File: src/rtl/led_enable_ctrl.sv
`default_nettype none
// ============================================================================
// Module      : led_enable_ctrl
// Description : Button-driven display-enable controller for the LED sweeper.
//               A bouncing push-button is synchronized and debounced. Each
//               debounced press steps a mode cycle OFF -> ON -> BLINK -> OFF.
//               In BLINK the enable output toggles every BLINK_HALF_PERIOD
//               cycles.
// Revision    : 1.0 - initial release
// ============================================================================
module led_enable_ctrl #(
  parameter int DEBOUNCE_CYCLES   = 16,
  parameter int BLINK_HALF_PERIOD = 1000
) (
  input  logic       i_clk,
  input  logic       i_reset,
  input  logic       i_btn,
  output logic       o_display_enable,
  output logic [1:0] o_mode,
  output logic       o_btn_pulse
);

  localparam int DB_W = (DEBOUNCE_CYCLES > 1) ? $clog2(DEBOUNCE_CYCLES) : 1;
  localparam int BL_W = (BLINK_HALF_PERIOD > 1) ? $clog2(BLINK_HALF_PERIOD) : 1;

  localparam logic [DB_W-1:0] DB_MAX = DB_W'(DEBOUNCE_CYCLES - 1);
  localparam logic [BL_W-1:0] BL_MAX = BL_W'(BLINK_HALF_PERIOD - 1);

  typedef enum logic [1:0] {
    MODE_OFF   = 2'b00,
    MODE_ON    = 2'b01,
    MODE_BLINK = 2'b10
  } mode_e;

  logic            sync1_q;
  logic            sync2_q;
  logic            btn_db_q;
  logic            btn_db_d;
  logic [DB_W-1:0] db_cnt_q;
  logic [DB_W-1:0] db_cnt_d;
  logic            btn_db_dly_q;
  logic            pulse_q;

  // The mode register is a plain vector so an out-of-range code (2'b11)
  // can exist and be recovered from.
  logic [1:0]      mode_q;
  logic [1:0]      mode_d;
  logic            en_q;
  logic            en_d;
  logic [BL_W-1:0] blink_cnt_q;
  logic [BL_W-1:0] blink_cnt_d;
  logic            phase_q;
  logic            phase_d;

  // Two-flop synchronizer for the asynchronous button input.
  always_ff @(posedge i_clk or posedge i_reset) begin
    if (i_reset) begin
      sync1_q <= 1'b0;
      sync2_q <= 1'b0;
    end else begin
      sync1_q <= i_btn;
      sync2_q <= sync1_q;
    end
  end

  // Debounce: the level only follows sync2 after DEBOUNCE_CYCLES consecutive
  // disagreeing cycles; any shorter excursion restarts the count.
  always_comb begin
    btn_db_d = btn_db_q;
    db_cnt_d = db_cnt_q;
    if (sync2_q == btn_db_q) begin
      db_cnt_d = '0;
    end else if (db_cnt_q == DB_MAX) begin
      btn_db_d = sync2_q;
      db_cnt_d = '0;
    end else begin
      db_cnt_d = db_cnt_q + 1'b1;
    end
  end

  // Debounce state plus rising-edge detection of the debounced level.
  always_ff @(posedge i_clk or posedge i_reset) begin
    if (i_reset) begin
      btn_db_q     <= 1'b0;
      db_cnt_q     <= '0;
      btn_db_dly_q <= 1'b0;
      pulse_q      <= 1'b0;
    end else begin
      btn_db_q     <= btn_db_d;
      db_cnt_q     <= db_cnt_d;
      btn_db_dly_q <= btn_db_q;
      pulse_q      <= btn_db_q & ~btn_db_dly_q;
    end
  end

  // Mode sequencing, blink generation and enable derived from the next mode,
  // so the enable changes on the same edge as the mode.
  always_comb begin
    mode_d      = mode_q;
    blink_cnt_d = '0;
    phase_d     = 1'b0;
    en_d        = 1'b0;

    case (mode_q)
      MODE_OFF:   if (pulse_q) mode_d = MODE_ON;
      MODE_ON:    if (pulse_q) mode_d = MODE_BLINK;
      MODE_BLINK: if (pulse_q) mode_d = MODE_OFF;
      default:    mode_d = MODE_OFF;
    endcase

    // Entry restarts the counter with phase high; counter and phase are
    // parked at zero whenever the next mode is not BLINK.
    if (mode_d == MODE_BLINK) begin
      if (mode_q != MODE_BLINK) begin
        blink_cnt_d = '0;
        phase_d     = 1'b1;
      end else if (blink_cnt_q == BL_MAX) begin
        blink_cnt_d = '0;
        phase_d     = ~phase_q;
      end else begin
        blink_cnt_d = blink_cnt_q + 1'b1;
        phase_d     = phase_q;
      end
    end

    case (mode_d)
      MODE_ON:    en_d = 1'b1;
      MODE_BLINK: en_d = phase_d;
      default:    en_d = 1'b0;
    endcase
  end

  // Mode, enable and blink state registers.
  always_ff @(posedge i_clk or posedge i_reset) begin
    if (i_reset) begin
      mode_q      <= MODE_OFF;
      en_q        <= 1'b0;
      blink_cnt_q <= '0;
      phase_q     <= 1'b0;
    end else begin
      mode_q      <= mode_d;
      en_q        <= en_d;
      blink_cnt_q <= blink_cnt_d;
      phase_q     <= phase_d;
    end
  end

  assign o_mode           = mode_q;
  assign o_display_enable = en_q;
  assign o_btn_pulse      = pulse_q;

`ifdef FORMAL
  // Mode stays legal and OFF always means display disabled.
  always_comb begin
    if (!i_reset) begin
      assert (o_mode != 2'b11);
      assert (o_mode != MODE_OFF || !o_display_enable);
      cover (o_mode == MODE_BLINK && !o_display_enable);
    end
  end
`endif

endmodule
`default_nettype wire
File: config.mk
export PLATFORM = sky130hd
export DESIGN_NAME = led_enable_ctrl
export DESIGN_NICKNAME = d
export VERILOG_FILES = /design/src/rtl/led_enable_ctrl.sv
export SDC_FILE = /design/constraint.sdc
export NUM_CORES = 1
export LEC_CHECK = 0
export BUFFER_PORTS_ARGS = -buffer_cell sky130_fd_sc_hd__buf_2
export CORE_UTILIZATION = 48
export DETAILED_ROUTE_END_ITERATION = 6
export PLACE_DENSITY = 0.66
export SLEW_MARGIN = 20
export SYNTH_ARGS = -nofsm -noshare
export SYNTH_HDL_FRONTEND = slang
export SYNTH_SLANG_ARGS = --single-unit
File: constraint.sdc
create_clock -name i_clk -period 1.7 [get_ports i_clk]
set_input_delay 0.17 -clock i_clk [delete_from_list [all_inputs] [get_ports i_clk]]
set_output_delay 0.17 -clock i_clk [all_outputs]
set_load 0.01 [all_outputs]
==> results.py <==
metrics = {
    "placed_design": {
        "detailed_place_hpwl_mm": 1.25,
        "port_buffers": 6,
        "routabilityCongestion": 0.767,
        "place_ws_ps": 89.3,
        "placed_area_um2": 1120,
    },
    "pwr": {
        "power_mw": 0.852,
        "swShare_pct": 22.4,
        "sequentialPowerShare_pct": 66.0,
        "ir_drop_mv": 0.590,
        "clkPwrFrac_pct": 29.7,
        "combPwrFrac_pct": 4.2,
        "power_density_nw_per_um2": 726,
        "power_leakage_nw": 0.534,
        "switchingPower_mw": 0.191,
        "internal_power_mw": 0.661,
    },
    "floorplan": {
        "core_area_um2": 2000,
        "num_io_pins": 7,
        "die-area_um2": 2350,
        "die_x_um": 48.5,
        "start_util_pct": 51.8,
        "dieHeight_um": 48.5,
        "rows": 16,
    },
    "logic_synthesis": {
        "netlist_top_cells_area": "dfrtp_1, ha_1, nor2_1, a21oi_1, xnor2_1",
        "syn_area_per_cell_um2": 10.7,
        "synth_seq_cells": 23,
        "async_flop_share_pct": 100,
        "synth_ff_type": "dfrtp_1",
        "synth_top_area_share_pct": 55.5,
        "synth_area_um2": 1040,
        "yosysSeqAreaShare_pct": 55.5,
        "yosysTopAreaCell": "dfrtp_1",
        "synthDistinctLibCells": 28,
        "syn-num-nets": 104,
        "synth_edf_count": 0,
        "yosysWarnings": 0,
        "synthCells": 97,
    },
    "sta": {
        "fin_ws_ps": 138,
        "clock.fmax_mhz": 640,
        "fin_crit_sh_pct": 91.9,
        "finalHoldViolCount": 0,
        "skew_ps": 3.68,
        "rsz0062_at_grt": "false",
        "holdWs_ps": 330,
        "period_needed_ps": 1560,
        "worst_slew_pin_slew_ps": 349,
        "relSlewSlack_pct": 76.5,
        "setup_violations": 0,
        "fin_setup_tns_ps": 0,
        "slew_violations": 0,
    },
    "finish": {
        "synthToLayoutAreaGrowth_pct": 13.1,
        "fin_area_um2": 1170,
        "antennaDiodeCount": 0,
        "fillers": 174,
        "nNetsFinal": 120,
        "drive_gt1_share_pct": 15.2,
    },
    "setup_path": {
        "crit_chain": "ha_1 > nand4b_1 > or3_1 > xor2_1 > a21boi_1",
        "cp_max_fo": 4,
        "cp-start-kind": "flip-flop",
        "cp_slowest_cell": "dfrtp_1",
        "critPathKind": "reg2reg",
        "slowest_delay_ps": 390,
        "cp-end-kind": "flip-flop",
        "cp.required_ps": 1890,
        "arrival_ps": 1760,
    },
    "route": {
        "wl_mm": 1.66,
        "drc": 0,
        "drt-initial-drc-count": 7,
        "drtPass1Iterations": 4,
        "vias": 740,
        "antenna_left": 0,
        "drt-wirelength-per-cell_um": 11.9,
        "via_per_inst": 5.32,
    },
    "cts": {
        "htree_levels": 1,
        "cts_sinks": 23,
        "cts_tree": "done",
        "clkLatencyLatePin_ps": 310,
        "ctsLongestPathBuffers": 2,
        "path_clk_slew_ps": 130,
        "cts_made_buffers": 3,
        "cts_root_buffer": "clkbuf_4",
    },
    "global_route": {
        "grt_antenna_before_repair": 0,
        "grt_start_max_net_pins": 16,
        "grt_pass1_wl_mm": 3.02,
        "grt_pass1_vias": 725,
        "gr-total-overflow": 0,
        "grt_use_total_pct": 16.6,
    },
    "run": {
        "max_cap_viol_count": 0,
    },
    "hold_path": {
        "hold_path.class": "in2async",
    },
    "run_status": {
        "status": "complete, no violations",
    },
}
worst max-delay path: cells and delay by family, from the launching register on:
kind / cells / cell delay [ps]
flip-flops: 1 / 390
AO/OA/AOI/OAI: 1 / 100
AND/OR/NAND/NOR: 2 / 510
adder cells (fa/ha/maj): 1 / 230
XOR/XNOR: 1 / 220
cells in the final DEF, fill, tap and decap left out, drive strengths merged, types with 2 or more instances in the layout:
cell type and instances:
xnor2 4, nor3 2, ha 4, a21oi 7, nand4 2, nand2 4
nand3 6, dfrtp 23, nand4b 2, dlygate4sd3 2, clkbuf 3, nand3b 2
inv 7, o21ai 3, nand2b 2, nor2b 3, buf 10, xor2 4
nor2 10
cell usage after synthesis (2+ instances only):
| master | n |
|---|---|
| nand2_1 | 4 |
| ha_1 | 4 |
| xnor2_1 | 4 |
| nand2b_1 | 2 |
| nand3b_1 | 2 |
| nand4_1 | 2 |
| xor2_1 | 4 |
| nand4b_1 | 2 |
| o21ai_0 | 3 |
| nor2_1 | 10 |
| nor2b_1 | 3 |
| nand3_1 | 6 |
| inv_1 | 7 |
| a21oi_1 | 7 |
| dfrtp_1 | 23 |
| nor3_1 | 2 |
registers in the layout, indices dropped and copies added, names as in the netlist:
register / cells
o_mode: 2
db_cnt_q: 4
btn_db_dly_q: 1
sync2_q: 1
blink_cnt_q: 10
o_display_enable: 1
o_btn_pulse: 1
sync1_q: 1
phase_q: 1
btn_db_q: 1
logic make-up (layout without fill, tap and decap cells):
family | Yosys count | in the layout | synth area share, %
compound gates | 16 | 16 | 9.77
xor+xnor | 8 | 8 | 6.75
fa+ha+maj | 4 | 4 | 4.83
buf+inv | 8 | 23 | 3.26
flops | 23 | 23 | 55.5
mux | 1 | 1 | 1.09
simple gates | 37 | 37 | 18.8
metal layers:
metal  GRT usage, %  up-vias  wire (µm)
li1               -      364          -
met1           21.6      357        773
met2           28.2       16        808
met3           2.83        3         57
met4           5.88        0         17
met5              0        -          0
timing repair:
item                                    4_1_cts  5_1_grt
hold buffers                                  2        0
resized for setup                             0        1
hold endpoints to repair                      9        0
setup buffers                                 0        0
endpoints found under the setup margin        0        5
per-stage QoR:
step / cells / utilization (%)
finish: 139 / 58.6
global route: 139 / 58.6
CTS: 139 / 58.6
detailed placement: 133 / 56.1
global placement: 133 / 56.1
floorplan: 97 / -
worst paths after layout:
check | from | to | slack, ps | depth (start not counted)
worst max-delay path | blink_cnt_q[0] | phase_q | 140 | 5
worst min-delay path | i_reset | db_cnt_q[3] | 330 | 3
worst max register to register | blink_cnt_q[0] | phase_q | 140 | 5
worst min register to register | sync1_q | sync2_q | 370 | 0
max in group asynchronous | i_reset | o_btn_pulse | 870 | 4
min in group i_clk | sync1_q | sync2_q | 370 | 0
power by group through the flow:
stage / sequential [mW] / clock [mW] / combinational (mW)
CTS: 0.563 / 0.265 / 0.0373
floorplan: 0.572 / 0 / 0.0220
finish: 0.563 / 0.253 / 0.0359
global route: 0.565 / 0.286 / 0.0423
detailed placement: 0.573 / 0 / 0.0338
global placement: 0.572 / 0 / 0.0326
cell type report:
class	count	area [µm²]	share of cell area, %
flip-flops and latches	23	576	49.0
multi-input cells	66	428	36.5
clock inverters	1	7.51	0.640
inverters	7	26.3	2.24
repair buffers	12	80.1	6.82
well taps	27	33.8	2.88
clock buffers	3	22.5	1.92
(Power assumes the default switching activity.)
